[config.mk]
export PLATFORM = sky130hd
export DESIGN_NAME = hazard_stall_unit
export DESIGN_NICKNAME = d
export VERILOG_FILES = /design/src/rtl/hazard_stall_unit.sv
export SDC_FILE = /design/constraint.sdc
export NUM_CORES = 1
export LEC_CHECK = 0
export ABC_AREA = 1
export CAP_MARGIN = 20
export CORE_ASPECT_RATIO = 1.5
export CORE_MARGIN = 4
export CORE_UTILIZATION = 50
export CTS_BUF_LIST = sky130_fd_sc_hd__clkbuf_2 sky130_fd_sc_hd__clkbuf_4 sky130_fd_sc_hd__clkbuf_8
export CTS_CLUSTER_SIZE = 30
export DETAILED_ROUTE_END_ITERATION = 10
export HOLD_SLACK_MARGIN = 0.08
export PLACE_DENSITY = 0.83
export SETUP_SLACK_MARGIN = 0.02
export SLEW_MARGIN = 20
export SYNTH_ARGS = -nofsm -noshare
export SYNTH_HDL_FRONTEND = slang
export SYNTH_SLANG_ARGS = --single-unit
export TNS_END_PERCENT = 100
[constraint.sdc]
create_clock -name Clk -period 2.1 [get_ports Clk]
set_input_delay 0.315 -clock Clk [delete_from_list [all_inputs] [get_ports Clk]]
set_output_delay 0.315 -clock Clk [all_outputs]
set_load 0.02 [all_outputs]
[src/rtl/hazard_stall_unit.sv]
// Decode-stage hazard detector: load-use / branch-operand stalls and SAD/min-find sequencing.
// Define HAZARD_STATS_EN to build the saturating stall_count statistics counter.
module hazard_stall_unit #(
   parameter int unsigned FIND_MAX_CYCLES = 64,
   parameter int unsigned CNT_W           = 16
) (
   input  logic             Clk,
   input  logic             Reset_n,
   input  logic [4:0]       IF_ID_Rs,
   input  logic [4:0]       IF_ID_Rt,
   input  logic             IF_ID_UsesRt,
   input  logic             IF_ID_Branch,
   input  logic             IF_ID_Find,
   input  logic             ID_EX_MemRead,
   input  logic             ID_EX_RegWrite,
   input  logic [4:0]       ID_EX_Dst,
   input  logic             Flush,
   input  logic             find_done,
   input  logic             stats_clr,
   output logic             stall,
   output logic             PCWrite,
   output logic             IF_ID_Write,
   output logic             find_go,
   output logic             find_timeout,
   output logic [1:0]       stall_cause,
   output logic [CNT_W-1:0] stall_count
);

   typedef enum logic [1:0] {
      IDLE      = 2'd0,
      BR_LOAD2  = 2'd1,
      FIND_BUSY = 2'd2
   } state_e;

   typedef enum logic [1:0] {
      CAUSE_NONE = 2'd0,
      CAUSE_LOAD = 2'd1,
      CAUSE_BR   = 2'd2,
      CAUSE_FIND = 2'd3
   } cause_e;

   localparam logic [CNT_W-1:0] FIND_LAST = CNT_W'(FIND_MAX_CYCLES - 1);

   state_e           state_q, state_d;
   logic [CNT_W-1:0] cnt_q, cnt_d;
   logic             timeout_q, timeout_d;

   logic src_hit, load_use, br_haz;

   // Register 0 is hard-wired, so a write to it never creates a dependency.
   assign src_hit  = (ID_EX_Dst != 5'd0) &&
                     ((ID_EX_Dst == IF_ID_Rs) || (IF_ID_UsesRt && (ID_EX_Dst == IF_ID_Rt)));
   assign load_use = ID_EX_MemRead & src_hit & ~IF_ID_Branch;
   assign br_haz   = IF_ID_Branch & ID_EX_RegWrite & src_hit;

   // NOTE: sequential state uses non-blocking assignments so every flop samples pre-edge values.
   always_ff @(posedge Clk or negedge Reset_n) begin
      if (!Reset_n) begin
         state_q   <= IDLE;
         cnt_q     <= '0;
         timeout_q <= 1'b0;
      end else begin
         state_q   <= state_d;
         cnt_q     <= cnt_d;
         timeout_q <= timeout_d;
      end
   end

   // NOTE: every comb output gets a default first, so no path leaves it unassigned (no latch).
   always_comb begin
      state_d   = state_q;
      cnt_d     = cnt_q;
      timeout_d = timeout_q;
      unique case (state_q)
         IDLE: begin
            // A flushed ID instruction is dead: it may neither stall nor launch a find.
            if (!Flush) begin
               if (br_haz) begin
                  if (ID_EX_MemRead) state_d = BR_LOAD2;
               end else if (!load_use && IF_ID_Find) begin
                  cnt_d   = '0;
                  state_d = FIND_BUSY;
               end
            end
         end
         BR_LOAD2: state_d = IDLE;
         FIND_BUSY: begin
            cnt_d = cnt_q + CNT_W'(1);
            if (find_done) begin
               state_d = IDLE;
            end else if (cnt_q == FIND_LAST) begin
               state_d   = IDLE;
               timeout_d = 1'b1;
            end
         end
         default: state_d = IDLE;
      endcase
   end

   always_comb begin
      stall       = 1'b0;
      stall_cause = CAUSE_NONE;
      find_go     = 1'b0;
      unique case (state_q)
         IDLE: begin
            if (br_haz) begin
               stall       = 1'b1;
               stall_cause = CAUSE_BR;
            end else if (load_use) begin
               stall       = 1'b1;
               stall_cause = CAUSE_LOAD;
            end else if (IF_ID_Find) begin
               find_go = 1'b1;
            end
         end
         BR_LOAD2: begin
            stall       = 1'b1;
            stall_cause = CAUSE_BR;
         end
         FIND_BUSY: begin
            stall       = 1'b1;
            stall_cause = CAUSE_FIND;
         end
         default: ;
      endcase
      if (Flush || !Reset_n) begin
         stall       = 1'b0;
         stall_cause = CAUSE_NONE;
         find_go     = 1'b0;
      end
   end

   // Enables are also held low while reset is asserted, so the pipeline front end freezes.
   assign PCWrite      = Reset_n & ~stall;
   assign IF_ID_Write  = Reset_n & ~stall;
   assign find_timeout = timeout_q;

`ifdef HAZARD_STATS_EN
   logic [CNT_W-1:0] stall_count_q, stall_count_d;

   always_comb begin
      stall_count_d = stall_count_q;
      if (stats_clr) begin
         stall_count_d = '0;
      end else if (stall && (stall_count_q != {CNT_W{1'b1}})) begin
         stall_count_d = stall_count_q + CNT_W'(1);
      end
   end

   always_ff @(posedge Clk or negedge Reset_n) begin
      if (!Reset_n) stall_count_q <= '0;
      else          stall_count_q <= stall_count_d;
   end

   assign stall_count = stall_count_q;
`else
   logic stats_clr_unused;
   assign stats_clr_unused = stats_clr;
   assign stall_count      = '0;
`endif

endmodule

After elaboration in Yosys (flattened, before gate mapping)
Index checks and enable logic that the tools add are counted.
- shifts and indexed selects: 0
- magnitude comparators: 0
- multiply operators: 0
- bitwise operators: 8
- equal/unequal tests: 11
- reductions and logical operators: 14
- div/mod/pow operators: 0
- add/sub/neg operators: 1
- muxes and demuxes: 24
- operator list (kind ; number):
    $mux 16 ; 3
    $pmux 16 s2 ; 1
    $add 16x1->16 const B ; 1
    $eq 16x6->1 const B ; 1
    $mux 2 ; 8
    $eq 5x5->1 ; 2
    $mux 1 ; 9
    $ne 3x3->1 const B ; 3
    $reduce_and 4->1 ; 2
    $ne 2x2->1 const B ; 3
    $pmux 2 s3 ; 1
    $and 1x1->1 ; 5
    $reduce_bool 5->1 ; 1
    $pmux 2 s2 ; 1
    $logic_and 1x1->1 ; 3
    $not 1->1 ; 3
    $reduce_and 3->1 ; 1
    $eq 2x1->1 const B ; 1
    $eq 2x2->1 const B ; 1
    $logic_not 1->1 ; 2
    $logic_not 2->1 ; 1
    $logic_or 1x1->1 ; 2
    $pmux 1 s2 ; 1
    $reduce_bool 2->1 ; 1
    $reduce_or 2->1 ; 1
- word-level logic and storage cells: 61
- memories: 0
- RAM bits: 0
- flip-flop bits (word level): 19
- output and inout bits: 23
- bits in read-only memories: 0
- bits in latches: 0

Longest topological paths before layout
- word-level depth: 12
- depth in mapped cells: 13

Worst setup path after synthesis
Ideal clock, no wire load.
- path kind: reg2out
- start point: reg state_q[1]
- end point: out PCWrite
- data arrival time: 1.771 ns
- data required time: 1.785 ns
- stages on the path, launching flop included: 9
- setup slack: 0.014 ns
- cell sequence: dfrtp_1 > inv_1 > ha_1 > inv_1 > nor2_1 > o21ai_0 > nand2_1 > nor2_1 > buf_4
- cells in the longest elaborated chain, start to end: 6
- elaborated cells between the ends (all ways): 8
- those cells by class: eq/ne (2); mux (2); bitwise (2); reduce/logical (2)
- ends and longest elaborated chain (what ; RTL line ; RTL):
    start, declared ; 44 ; state_e state_q, state_d;
    start signal, assigned ; 63 ; state_q <= state_d;
    $eq 2x2->1 or $eq 2x1->1 (tied branches) ; 104 ; unique case (state_q)
    $reduce_or 2->1 (no source line) ; - ;
    $pmux 1 s2 * ; 104 ;
    $mux 1 * ; 126 ; if (Flush || !Reset_n) begin
    named net stall ; 20 ; output logic stall,
    $not 1->1 * ; - ;
    $and 1x1->1 * ; - ;
    end, declared ; 21 ; output logic PCWrite,
The timed path passes the listed nets; every way through them passes the cells marked *.

Worst setup path in the final report
- start point: in IF_ID_Rs[2]
- end point: out stall_cause[0]
- cells in the longest elaborated chain, start to end: 9
- elaborated cells between the ends (all ways): 10
- those cells by class: eq/ne (1); mux (4); bitwise (3); reduce/logical (2)
- ends and longest elaborated chain (what ; RTL line ; RTL):
    start, declared ; 9 ; input logic [4:0] IF_ID_Rs,
    $eq 5x5->1 * ; 52 ; ((ID_EX_Dst == IF_ID_Rs) || (IF_ID_UsesRt && (ID_EX_Dst == IF_ID_Rt)));
    $logic_or 1x1->1 * ; 52 ;
    $logic_and 1x1->1 * ; 51 ; assign src_hit = (ID_EX_Dst != 5'd0) &&
    $and 1x1->1 (2 in series) ; 53 ; assign load_use = ID_EX_MemRead & src_hit & ~IF_ID_Branch;
    $mux 1 ; 109 ; end else if (load_use) begin
    $mux 2 * ; 106 ; if (br_haz) begin
    $pmux 2 s3 * ; 104 ;
    $mux 2 * ; 126 ;
    end, declared ; 25 ; output logic [1:0] stall_cause,
Mark *: on every way between the ends. The rest lies on a longest branch, timed or not.

==> results <==
- The run finished with clean final reports.
- The path class of the tightest hold or removal check is in -> async.
- The top flip-flop cell by instance count after synthesis is dfrtp_1.
- Global routing finished with a remaining overflow of 0.
- The starting density of the core is 0.5179.
- The busiest metal layer after global routing is met2.
- The TritonCTS clock tree is built.
- The number of antenna diodes in the final layout is 0.
- After legalization and detailed placement, the total HPWL measured 3052 µm.
- Yosys attributes the largest share of cell area to dfrtp_1 (27%), nand2_1 (17%), inv_1 (7.4%).
- For this design the top-level I/O count stands at 48.
- The insertion delay to the later sink of the worst-skew pair is 250 ps.
- Across all setup checks in the final design, the least slack found is between 150 and 200 ps.
- Before antenna repair, the detailed router went through 4 iterations.
- The floorplan has 26 rows.
- CTS built an H-tree with a depth of 1.
- The number of maximum-capacitance violations is 0.
- Timing would allow up to 514.0 MHz.
- Setup repair after global routing left no endpoint under its margin.
- Of the available clock period, the critical path in the final layout requires 0.9265.
- The average wire per standard cell is between 10 and 15 µm.
- The final-report setup violation count is 0.
- The global routing met2 resource utilization is 0.3333.
- The final routed wirelength across all metal layers is around 3700 µm.
- Relative to the synthesized area, the layout overhead comes to 26.03%.
- In the final layout, the share of cells above drive strength 1 is 0.2345.
- The clock skew is approximately 5.5 ps.
- The register bit count reported by yosys is 19.
- The via count of the first global-routing pass is 1,605.
- Timing analysis after detailed placement gives a worst setup slack of -613.4 ps.
- For met3 alone, demand over resource in global routing was 0.03816.
- After synthesis, the mean cell area works out to approximately 6.8 µm².
- The total DRC errors in the routed layout is 0.
- For the worst setup path, the data required time is 1780 ps.
- The number of antenna violations at the first check in global routing is 0.
- The netlist uses 34 different library cells.
- In the final design database the tool counted ~340 nets.
- The core box area is between 3000 and 4000 µm².
- The detailed-route via count is ~1,700.
- The maximum fanout along the worst path is 3.
- Data arrives at the worst endpoint at 1630 ps.
- The total cell area at the placement stage is approximately 2200 µm².
- The die area is between 4000 and 5000 µm².
- The setup slack of the worst register-to-register path is 310 ps.
- Once placement completed, the tool counted placed cells totaling 345.
- During placement, the flow inserted port buffers numbering 30.
- Clock tree synthesis selected as its root buffer the cell clkbuf_8.
- The leakage component of the power is around 1.2 nW.
- The overall die width is 56.57 µm.
- The type of element launching the critical path is an input pin.
- The number of hold violations in the final report came to 0.
- The remaining number of nets flagged by the antenna check after routing is 0.
- The total standard cell area after synthesis is 1769 µm².
- After the first detailed-routing iteration, the DRC count stood at ~60.
- The number of buffers added to fix hold violations after cts is 0.
- The share of synthesized registers carrying an async set or reset is 1.000.
- The proportion of synthesized chip area in sequential cells is 0.2687.
- The finished layout holds around 350 standard cells, fillers aside.
- After routing the design area is roughly 2200 µm².
- In this run, CTS created clock tree buffers numbering 3.
- During synthesis, Yosys emitted a total of 0 warnings.
- The critical path is of the in -> out type.
- The final-report max-slew violation count is 0.
- The first global-routing pass estimated between 6000 and 7000 µm of wire.
- Total power for the finished layout comes to between 1 and 1.5 mW.
- For the final routed database, the setup TNS stands at 0 ps.
- The commonest cells after synthesis are nand2_1 (79), inv_1 (35), nor2_1 (20), dfrtp_1 (19), buf_4 (17).
- In the routed layout, each cell is associated on average with a via count of between 4 and 5.
- Across the VDD grid, the largest voltage drop is 0.0003947 V.
- The floorplan die height is a little over 80 µm.
- dfrtp_1 takes more of the synthesized area than any other cell.
- The clock transition time at the flip-flop clock pins of the worst setup and hold paths is around 70 ps.
- The pin count of the biggest net entering global routing is 20.
- The number of instances in the synthesized netlist is 261.
- The share of Yosys cell area claimed by the top area cell type is 0.2687.
- The post-layout minimum cycle time is 1946 ps.
- The global routing met1 resource utilization is 0.1552.
- The global placement routability congestion is approximately 0.89.
- The aggregate global-route resource usage is 0.1658.
- No sink is reached through more buffers than the 2 on the longest clock path.
- Yosys mapped a number of flops with a built-in enable equal to 0.
- The worst setup path is captured at an output port.
- Dividing total power by cell area gives a power density of around 660 nW/µm².
- The total number of clock tree sinks is 19.
- The most frequent cell after synthesis is nand2_1.
-- sequential cells by signal, indices dropped and copies added (netlist names) --
name,count
cnt_q,16
state_q,2
find_timeout,1
-- repair_timing --
item                       4_1_cts  5_1_grt
pin swaps                       13        9
resized for setup               48       10
setup endpoints to repair        6        3
setup buffers                    0        0
-- kinds of logic after synthesis --
logic type,after synthesis,share of synthesized area
compound gates,23,0.09618
xor+xnor,8,0.03961
fa+ha+maj,4,0.02829
flops,19,0.2687
simple gates,146,0.3812
other cells,1,0.002120
buf+inv,60,0.1839
-- worst max-delay path, stage by stage --
cell             delay [ps]
clkdlybuf4s50_1         470
xnor2_1                 110
nand3_1                 100
nand2_2                 110
nand3_2                 110
inv_2                    80
nand2_1                  50
a21oi_1                 110
buf_2                   180
-- layout by cell type (no fill, tap or decap), drive strengths merged, types with 2 or more instances in the layout --
| master | count |
|---|---|
| a21oi | 4 |
| buf | 25 |
| clkbuf | 4 |
| clkdlybuf4s50 | 9 |
| conb | 16 |
| dfrtp | 19 |
| dlygate4sd2 | 13 |
| ha | 4 |
| inv | 38 |
| nand2 | 84 |
| nand3 | 20 |
| nand3b | 2 |
| nand4 | 3 |
| nor2 | 24 |
| nor3 | 4 |
| nor4 | 3 |
| o21ai | 18 |
| or2 | 4 |
| xnor2 | 3 |
| xor2 | 5 |
-- where the power goes --
group / internal [mW] / total [mW] / leakage (nW) / switching (mW)
sequential: 0.395 / 0.421 / 0.260 / 0.0253
combinational: 0.314 / 0.780 / 0.881 / 0.466
clock: 0.148 / 0.268 / 0.0262 / 0.120
-- routing by layer --
metal | part of all wire | up-vias
met2 | 0.54 | 58
met5 | 0 | -
met1 | 0.39 | 786
li1 | - | 866
met3 | 0.058 | 8
met4 | 0.015 | 0
-- through the flow --
stage          hold slack (ps)    util
5_1_grt                  461.3  0.6527
2_1_floorplan            19.41       -
3_5_place_dp             470.5  0.6341
4_1_cts                  445.6  0.6425
6_report                 431.5  0.6527
3_3_place_gp             476.0  0.6341
-- final cells by class --
class / instances / area, µm²
Tap cell: 42 / 52.55
Multi-Input combinational cell: 197 / 1071
Sequential cell: 19 / 475.5
Timing Repair Buffer: 49 / 439.2
Fill cell: 302 / 1186
Inverter: 38 / 142.6
Clock buffer: 4 / 48.80
-- final timing paths --
| path | from | endpoint | cells past startpoint |
|---|---|---|---|
| setup / recovery | IF_ID_Rs[2] | stall_cause[0] | 9 |
| hold / removal | Reset_n | find_timeout | 2 |
| setup reg to reg | cnt_q[0] | state_q[1] | 8 |
| hold reg to reg | find_timeout | find_timeout | 1 |
| max in group asynchronous | Reset_n | cnt_q[4] | 2 |
| min in group Clk | find_timeout | find_timeout | 1 |
No activity file was read; power rests on OpenSTA's default activity.
